## src/rtl/mem_port_arbiter.sv

```systemverilog
// Shares one 64-bit memory port between the instruction fetch unit and the
// load/store unit. It also formats LSU loads and stores and flags misaligned
// or illegal LSU accesses, which are answered locally without a memory cycle.
module mem_port_arbiter #(
    parameter int unsigned STARVE_LIMIT = 4,
    parameter int unsigned ADDR_W       = 64
) (
    input  logic              clk,
    input  logic              rst,
    input  logic              ifu_req_valid,
    output logic              ifu_req_ready,
    input  logic [ADDR_W-1:0] ifu_addr,
    output logic              ifu_resp_valid,
    output logic [31:0]       ifu_rdata,
    input  logic              lsu_req_valid,
    output logic              lsu_req_ready,
    input  logic              lsu_wen,
    input  logic [2:0]        lsu_funct3,
    input  logic [ADDR_W-1:0] lsu_addr,
    input  logic [63:0]       lsu_wdata,
    output logic              lsu_resp_valid,
    output logic [63:0]       lsu_rdata,
    output logic              lsu_err,
    output logic              mem_req_valid,
    input  logic              mem_req_ready,
    output logic [ADDR_W-1:0] mem_addr,
    output logic              mem_wen,
    output logic [63:0]       mem_wdata,
    output logic [7:0]        mem_wmask,
    input  logic              mem_resp_valid,
    input  logic [63:0]       mem_rdata
);

    typedef enum logic [2:0] {S_IDLE, S_ISSUE, S_WAIT, S_RESP, S_ERR} state_t;

    state_t            state_q, state_d;
    logic [3:0]        starve_q, starve_d;
    logic [ADDR_W-1:0] addr_q, addr_d;
    logic              wen_q, wen_d;
    logic [2:0]        funct3_q, funct3_d;
    logic [63:0]       wdata_q, wdata_d;
    logic              owner_lsu_q, owner_lsu_d;
    logic [31:0]       ifu_rdata_q, ifu_rdata_d;
    logic [63:0]       lsu_rdata_q, lsu_rdata_d;

    logic              in_idle, starved, conflict;
    logic              ifu_grant, lsu_grant, lsu_legal;
    logic [2:0]        off;
    logic [63:0]       rd_shift, load_data;
    logic [7:0]        store_mask;

    // An LSU access is legal when funct3 names a real load/store and the
    // address is naturally aligned for the access size.
    function automatic logic lsu_is_legal(input logic wen, input logic [2:0] f3,
                                          input logic [2:0] a);
        logic ok;
        ok = wen ? !f3[2] : (f3 != 3'b111);
        case (f3[1:0])
            2'b01:   ok = ok && (a[0] == 1'b0);
            2'b10:   ok = ok && (a[1:0] == 2'b00);
            2'b11:   ok = ok && (a == 3'b000);
            default: ok = ok;
        endcase
        return ok;
    endfunction

    // Request-side handshake: ready only in IDLE, and only the winner sees it.
    always_comb begin
        in_idle       = (state_q == S_IDLE) && !rst;
        starved       = (starve_q == 4'(STARVE_LIMIT));
        conflict      = ifu_req_valid && lsu_req_valid;
        ifu_req_ready = in_idle && !(conflict && !starved);
        lsu_req_ready = in_idle && !(conflict && starved);
        ifu_grant     = ifu_req_valid && ifu_req_ready;
        lsu_grant     = lsu_req_valid && lsu_req_ready;
        lsu_legal     = lsu_is_legal(lsu_wen, lsu_funct3, lsu_addr[2:0]);
    end

    // Lane extraction and extension of load data, and the store byte mask.
    always_comb begin
        off      = addr_q[2:0];
        rd_shift = mem_rdata >> {off, 3'b000};
        case (funct3_q)
            3'b000:  load_data = {{56{rd_shift[7]}}, rd_shift[7:0]};
            3'b001:  load_data = {{48{rd_shift[15]}}, rd_shift[15:0]};
            3'b010:  load_data = {{32{rd_shift[31]}}, rd_shift[31:0]};
            3'b100:  load_data = {56'd0, rd_shift[7:0]};
            3'b101:  load_data = {48'd0, rd_shift[15:0]};
            3'b110:  load_data = {32'd0, rd_shift[31:0]};
            default: load_data = rd_shift;
        endcase
        case (funct3_q[1:0])
            2'b00:   store_mask = 8'h01 << off;
            2'b01:   store_mask = 8'h03 << off;
            2'b10:   store_mask = 8'h0F << off;
            default: store_mask = 8'hFF;
        endcase
    end

    // Memory-side request fields and response strobes, all decoded from state.
    always_comb begin
        mem_req_valid  = (state_q == S_ISSUE);
        mem_addr       = mem_req_valid ? {addr_q[ADDR_W-1:3], 3'b000} : '0;
        mem_wen        = mem_req_valid && wen_q;
        mem_wmask      = mem_wen ? store_mask : 8'h00;
        mem_wdata      = mem_wen ? (wdata_q << {off, 3'b000}) : 64'd0;
        ifu_resp_valid = (state_q == S_RESP) && !owner_lsu_q;
        lsu_resp_valid = ((state_q == S_RESP) && owner_lsu_q) || (state_q == S_ERR);
        lsu_err        = (state_q == S_ERR);
        ifu_rdata      = ifu_rdata_q;
        lsu_rdata      = lsu_rdata_q;
    end

    // Next-state logic: arbitration, request capture and response formatting.
    always_comb begin
        state_d     = state_q;
        starve_d    = starve_q;
        addr_d      = addr_q;
        wen_d       = wen_q;
        funct3_d    = funct3_q;
        wdata_d     = wdata_q;
        owner_lsu_d = owner_lsu_q;
        ifu_rdata_d = ifu_rdata_q;
        lsu_rdata_d = lsu_rdata_q;
        case (state_q)
            S_IDLE: begin
                if (lsu_grant) begin
                    addr_d      = lsu_addr;
                    wen_d       = lsu_wen;
                    funct3_d    = lsu_funct3;
                    wdata_d     = lsu_wdata;
                    owner_lsu_d = 1'b1;
                    if (ifu_req_valid && (starve_q != 4'hF)) begin
                        starve_d = starve_q + 4'd1;
                    end
                    if (lsu_legal) begin
                        state_d = S_ISSUE;
                    end else begin
                        lsu_rdata_d = 64'd0;
                        state_d     = S_ERR;
                    end
                end else if (ifu_grant) begin
                    addr_d      = ifu_addr;
                    wen_d       = 1'b0;
                    funct3_d    = 3'b010;
                    wdata_d     = 64'd0;
                    owner_lsu_d = 1'b0;
                    starve_d    = 4'd0;
                    state_d     = S_ISSUE;
                end
            end
            S_ISSUE: begin
                if (mem_req_ready) begin
                    state_d = S_WAIT;
                end
            end
            S_WAIT: begin
                if (mem_resp_valid) begin
                    if (owner_lsu_q) begin
                        lsu_rdata_d = wen_q ? 64'd0 : load_data;
                    end else begin
                        ifu_rdata_d = addr_q[2] ? mem_rdata[63:32] : mem_rdata[31:0];
                    end
                    state_d = S_RESP;
                end
            end
            default: state_d = S_IDLE;
        endcase
    end

    // State and captured-request registers with asynchronous reset.
    always_ff @(posedge clk or posedge rst) begin
        if (rst) begin
            state_q     <= S_IDLE;
            starve_q    <= 4'd0;
            addr_q      <= '0;
            wen_q       <= 1'b0;
            funct3_q    <= 3'b000;
            wdata_q     <= 64'd0;
            owner_lsu_q <= 1'b0;
            ifu_rdata_q <= 32'd0;
            lsu_rdata_q <= 64'd0;
        end else begin
            state_q     <= state_d;
            starve_q    <= starve_d;
            addr_q      <= addr_d;
            wen_q       <= wen_d;
            funct3_q    <= funct3_d;
            wdata_q     <= wdata_d;
            owner_lsu_q <= owner_lsu_d;
            ifu_rdata_q <= ifu_rdata_d;
            lsu_rdata_q <= lsu_rdata_d;
        end
    end

endmodule

```

## config.mk

```make
export PLATFORM = sky130hd
export DESIGN_NAME = mem_port_arbiter
export DESIGN_NICKNAME = d
export VERILOG_FILES = /design/src/rtl/mem_port_arbiter.sv
export SDC_FILE = /design/constraint.sdc
export NUM_CORES = 1
export LEC_CHECK = 0
export ABC_AREA = 1
export CAP_MARGIN = 0
export CORE_AREA = 2 2 196 198
export DETAILED_ROUTE_END_ITERATION = 8
export DIE_AREA = 0 0 198 200
export DONT_BUFFER_PORTS = 1
export HOLD_SLACK_MARGIN = 0.12
export PLACE_DENSITY = 0.57
export SYNTH_ARGS = -nofsm -noshare
export SYNTH_HDL_FRONTEND = slang
export SYNTH_SLANG_ARGS = --single-unit
```

## constraint.sdc

```tcl
create_clock -name clk -period 8.15 [get_ports clk]
set_input_delay 1.2225 -clock clk [delete_from_list [all_inputs] [get_ports clk]]
set_output_delay 1.2225 -clock clk [all_outputs]
set_load 0.02 [all_outputs]
```

**After elaboration in Yosys (flattened, before gate mapping)**

Index checks and enable logic that the tools add are counted.

- Bits in registers: 236
- Bits of input ports: 266
- Output and inout port bits: 239
- Logic and storage cells: 107

- Add/sub/neg operators: 1
- Equal/unequal tests: 24
- Shifts and indexed selects: 5
- Muxes and demuxes: 32
- Bitwise operators: 2
- Reduce and logical (&&, ||, !) cells: 34

Operators by type and width:

| operator | number |
|---|---|
| $mux W64 | 11 |
| $pmux W64 S6 | 1 |
| $pmux W64 S2 | 1 |
| $shl A64 B6 Y64 | 1 |
| $shr A64 B6 Y64 | 1 |
| $mux W32 | 1 |
| $pmux W8 S3 | 1 |
| $mux W3 | 7 |
| $logic_and A1 B1 Y1 | 15 |
| $eq A3 B3 Y1 const B | 4 |
| $mux W4 | 3 |
| $eq A3 B2 Y1 const B | 3 |
| $logic_not A3 Y1 | 3 |
| $pmux W3 S3 | 1 |
| $reduce_and A3 Y1 | 3 |
| $mux W8 | 1 |
| $ne A2 B2 Y1 const B | 4 |
| $shl A1 B3 Y8 const A | 1 |
| $shl A2 B3 Y8 const A | 1 |
| $shl A4 B3 Y8 const A | 1 |
| $eq A2 B2 Y1 const B | 3 |
| $eq A3 B1 Y1 const B | 2 |
| $logic_not A1 Y1 | 6 |
| $ne A3 B3 Y1 const B | 2 |
| 13 further kinds | 21 |

**Logic depth before layout (Yosys ltp)**

- Depth in word-level cells: 9
- Depth in mapped cells: 14
- Gate-level depth less buffers: 12

**Least setup slack after synthesis**

Ideal clock, no wire load.

- Kind: reg-to-output
- From: register state_q[1]
- To: output port mem_wdata[51]
- Data arrival time: 1.928 ns
- Required time: 6.928 ns
- Setup slack: 5.000 ns
- Cell stages (with the launch flop): 7
- Buffers on the path: 1
- Path through: dfrtp_1 nor3_2 nand2_1 nor2_1 inv_1 clkbuf_1 o21ai_0

- Longest elaborated chain between the ends: 3

RTL lines:

| item | line | source |
|---|---|---|
| from (decl) | 36 | `state_t state_q, state_d;` |
| from (signal assigned) | 184 | `state_q <= state_d;` |
| $eq A3 B1 Y1 | 102 | `mem_req_valid = (state_q == S_ISSUE);` |
| net mem_req_valid | 24 | `output logic mem_req_valid,` |
| $logic_and A1 B1 Y1 | 104 | `mem_wen = mem_req_valid && wen_q;` |
| $mux W64 | 106 | `mem_wdata = mem_wen ? (wdata_q << {off, 3'b000}) : 64'd0;` |
| to (decl) | 28 | `output logic [63:0] mem_wdata,` |

The timed path passes the listed nets, and every way through them passes these cells.

**Worst setup path in the final report**

- From: register addr_q[2]
- To: output port mem_wdata[61]

- Longest elaborated chain between the ends: 2

RTL lines:

| item | line | source |
|---|---|---|
| from (decl) | 38 | `logic [ADDR_W-1:0] addr_q, addr_d;` |
| from (signal assigned) | 186 | `addr_q <= addr_d;` |
| $shl A64 B6 Y64 | 106 |  |
| $mux W64 | 106 |  |

Every way passes these cells.

==> summary by stage <==
Power
The worst supply voltage drop on vdd is roughly 0.18 mV. Per report_power, the combinational group accounts for between 40% and 50% of the total. The share of power burned in the clock network is roughly 18%. Net switching is between 50% and 60% of the power. Summing internal, switching and leakage power gives slightly below 7 mW.

For this design the static power due to leakage is 7.10 nW. The power per unit of standard cell area is around 450 nW/um2. The total net switching power is between 3 and 4 mW. In this run, flip-flops and latches consume roughly a third of the power. The internal power of the cells is between 3 and 4 mW.

Global route
Entering global routing, the biggest net connects around 100 pins. Global routing finished with a remaining overflow of 0. The number of antenna violations at the first check in global routing is 8.

The via count of the first global-routing pass is approximately 13000. The first global-routing pass estimated approximately 84000 um of wire. The overall global routing resource usage is between 20% and 30%.

Timing
The setup TNS is 0 ns. The number of pins exceeding their max-slew limit in the final report is 0. The actual transition at the worst max-transition pin is 1.22 ns.

Setup repair after global routing left no endpoint under its margin. After layout, the minimum clock period comes to between 4 and 5 ns. On the final layout, the worst clock skew is between 0.01 and 0.015 ns. The count of endpoints failing hold in the final timing report came to 0. On the final layout, the worst hold slack is ~0.52 ns. The maximum clock frequency is around 200 MHz. The number of endpoints failing setup at the final stage is 0. After layout, the worst path uses approximately three fifths of the clock period. The worst slew margin relative to its limit is 18.3%.

CTS
For the worst-skew pair, the clock arrives at the later sink with an insertion delay of between 0.5 and 0.6 ns. The clock tree from TritonCTS is built. The hold buffer count at cts is 0. Clock-pin slew was measured on the worst setup and hold paths at about 0.060 ns.

Counting along the longest clock path gives a buffer depth of 3. The maximum level of the CTS H-tree is 1. Buffers added to address setup during post-CTS repair amount to 0. The root buffer cell chosen for the clock tree is sky130_fd_sc_hd__clkbuf_16.

Post-CTS repair changed the size of 0 cells. The number of clock sinks is 236. The number of clock buffers added by TritonCTS is 27.

Final layout
The final standard cell count with taps included and fillers excluded is 2503. Summing all flip-flop and latch instances after layout gives between 5000 and 6000 um2. Fill cells in the final layout number 4015. From synthesis to final layout, the design area changed by 6.79%. Of the cells placed in the final design, the portion with a size suffix greater than 1 is 4.88%. In the final design database the tool counted 2243 nets. The area of the multi-input gates is 7000 um2.

Synth
The main combinational cell family by area after synthesis is simple AND/OR/NAND/NOR gates. Summing the areas of all compound-gate instances in the mapped netlist gives between 10% and 20% of the synthesized area. The cell count after synthesis is ~2100.

Ranked by total cell area, the synthesized netlist is headed by sky130_fd_sc_hd__dfrtp_1 41%, sky130_fd_sc_hd__nand2_1 15%, sky130_fd_sc_hd__o21ai_0 9.8%. Counting flops and latches in the post-synthesis netlist gives 236. The share of synthesized flip-flops with an asynchronous set or reset is 100%.

Synthesis instantiated 37 different standard cells from the library. Summing the areas of all and, or, nand and nor instances in the mapped netlist gives 28.8% of the synthesized area. Of the post-synthesis cell area, the part taken by muxes is 0%. Dividing the synthesized area by the synthesized cell count gives between 6 and 7 um2. The sequential share of the synthesized area is between 40% and 50%. The most common cell in the synthesized netlist is sky130_fd_sc_hd__nand2_1. The most used flip-flop cell after synthesis is sky130_fd_sc_hd__dfrtp_1.

Of all cell types, the one taking the most synthesized area is sky130_fd_sc_hd__dfrtp_1. The count of warnings emitted by yosys is 0. Sorting the synthesized cells by how often they occur yields 561 x sky130_fd_sc_hd__nand2_1, 279 x sky130_fd_sc_hd__o21ai_0, 236 x sky130_fd_sc_hd__dfrtp_1. In this run the biggest area consumer among cell types represents between 40% and 50% of the synthesized area. The post-synthesis adder-cell area fraction is less than 1%.

The post-synthesis cell area is 14300 um2. Summing the areas of all xor and xnor instances in the mapped netlist gives 0% of the synthesized area. The number of flops mapped to enable cells by yosys is 0.

Critical path
The type of the worst setup path is reg2out. The nature of the critical path startpoint is a register. The worst setup path is captured at a primary output. The biggest fanout along the worst timing path is between 70 and 80. At the worst endpoint, the required time is approximately 7 ns. The number of cells traversed by the worst register-to-register path is 11.

For flop-to-flop paths, the worst setup slack is 3.76 ns. In this run the worst setup path begins at addr_q[2]$_DFFE_PP0P_. The end point of the critical path is mem_wdata[61]. The launch point of the worst reg-to-reg path is addr_q[1]$_DFFE_PP0P_. The signal arrival time at the worst endpoint is 3.64 ns.

In this run the critical register-to-register path is captured at lsu_rdata[54]$_DFFE_PP0P_.

Route
The number of nets with antenna violations after detailed routing is 0. The vias after detailed routing is ~14000. After detailed routing, the number of remaining DRC violations is 0. The mean routed wirelength per cell is roughly 23 um. For this block, the routed nets add up to just under 60000 um of wire. In the routed layout, each cell is associated on average with a via count of around 5.6. The pre-antenna-repair detailed-routing pass consisted of 8 iterations. The DRC marker count from the first detailed-route iteration is between 1000 and 1500.

Floorplanning
The top-level port count is 505. The area enclosed by the die boundary is about 40000 um2. The core region is 37400 um2. The initialized floorplan defines 71 standard-cell rows. The horizontal extent of the die is 198 um.

The starting utilization of the core area is approximately two fifths. The die boundary height is roughly 200 um.

Placement
The placer's final routability congestion estimate is approximately 0.97. The number of placed instances with taps included is about 2500. The placed wire-length estimate after detailed placement is around 43000 um. The number of buffers added on ports is 0.

Status
The run finished with clean final reports.

Run
The number of maximum-capacitance violations is 0.

Worst hold path
The class of the tightest hold or removal check is reg2reg.
[kinds of logic (layout without fill, tap and decap cells)]
group / after synthesis / in the layout
simple gates: 1004 / 1004
compound gates: 500 / 500
buf+inv: 332 / 237
flops: 236 / 236
fa+ha+maj: 7 / 7
other cells: 1 / 8
[routing by layer]
layer	vias up	global-route usage [%]	share of wire, %
met2	633	49.7	50
met3	132	6.94	8.6
li1	6628	-	-
met4	4	13.7	5.0
met1	6690	32.4	36
met5	-	0	0.040
[cell usage in the layout, fill, tap and decap left out, drive strengths merged, types with 5 or more instances in the layout]
cell | Yosys | final
a22oi | 6 | 6
nand2 | 565 | 565
o211ai | 18 | 18
nand4 | 10 | 10
a21oi | 53 | 53
diode | 0 | 5
nor3 | 9 | 9
buf | 87 | 20
o22ai | 75 | 75
a22o | 9 | 9
clkinv | 0 | 5
o21ai | 295 | 295
a31oi | 34 | 34
dfrtp | 236 | 236
clkbuf | 74 | 37
ha | 7 | 7
inv | 171 | 171
nand3 | 191 | 191
nor2 | 226 | 226
a21boi | 7 | 7
[critical path, cell delays in order (launching register included)]
cell and delay (ns):
sky130_fd_sc_hd__dfrtp_2 0.34, sky130_fd_sc_hd__buf_4 0.64, sky130_fd_sc_hd__inv_2 0.47, sky130_fd_sc_hd__buf_4 0.38, sky130_fd_sc_hd__nor2_1 0.19, sky130_fd_sc_hd__inv_1 0.32, sky130_fd_sc_hd__o21ai_0 0.70
[worst min-delay path by stage]
| stage | start | end | cells after the start |
|---|---|---|---|
| after detailed placement | wdata_q[63]$_DFFE_PP0P_ | wdata_q[63]$_DFFE_PP0P_ | 1 |
| final | wdata_q[62]$_DFFE_PP0P_ | wdata_q[62]$_DFFE_PP0P_ | 1 |
| after CTS | wdata_q[63]$_DFFE_PP0P_ | wdata_q[63]$_DFFE_PP0P_ | 1 |
| after global placement | wdata_q[61]$_DFFE_PP0P_ | wdata_q[61]$_DFFE_PP0P_ | 1 |
| after global routing | wdata_q[58]$_DFFE_PP0P_ | wdata_q[58]$_DFFE_PP0P_ | 1 |
| after floorplan | wdata_q[56]$_DFFE_PP0P_ | wdata_q[56]$_DFFE_PP0P_ | 1 |
[state kept, by name, summed over array words and instances, names as in the netlist]
name         count
addr_q          64
lsu_rdata       64
wdata_q         64
ifu_rdata       32
starve_q         4
funct3_q         3
state_q          3
owner_lsu_q      1
wen_q            1
[layout make-up]
cell class,instances,share of cell area [%]
diodes,5,0.0819
clock buffers,37,5.13
clock inverters,9,0.827
inverters,171,4.27
multi-input cells,1514,45.8
flip-flops and latches,236,38.7
well taps,511,4.19
repair buffers,20,0.983
[power by group through the flow]
stage | logic (mW) | registers [mW] | clock network, mW
floorplan | 2.65 | 2.14 | 0
global placement | 3.31 | 2.30 | 0
detailed placement | 3.34 | 2.31 | 0
CTS | 3.34 | 2.29 | 1.30
global route | 3.74 | 2.35 | 1.35
finish | 3.35 | 2.29 | 1.27
[stage by stage]
stage,cell area (um2),worst slack (ns),util (%)
2_1_floorplan,14300,0.453,-
3_3_place_gp,14400,3.88,38.4
3_5_place_dp,14400,3.84,38.4
4_1_cts,15300,3.30,40.8
5_1_grt,15300,3.05,40.8
6_report,15300,3.28,40.8
Note: power is estimated with default switching activity, not from simulation.
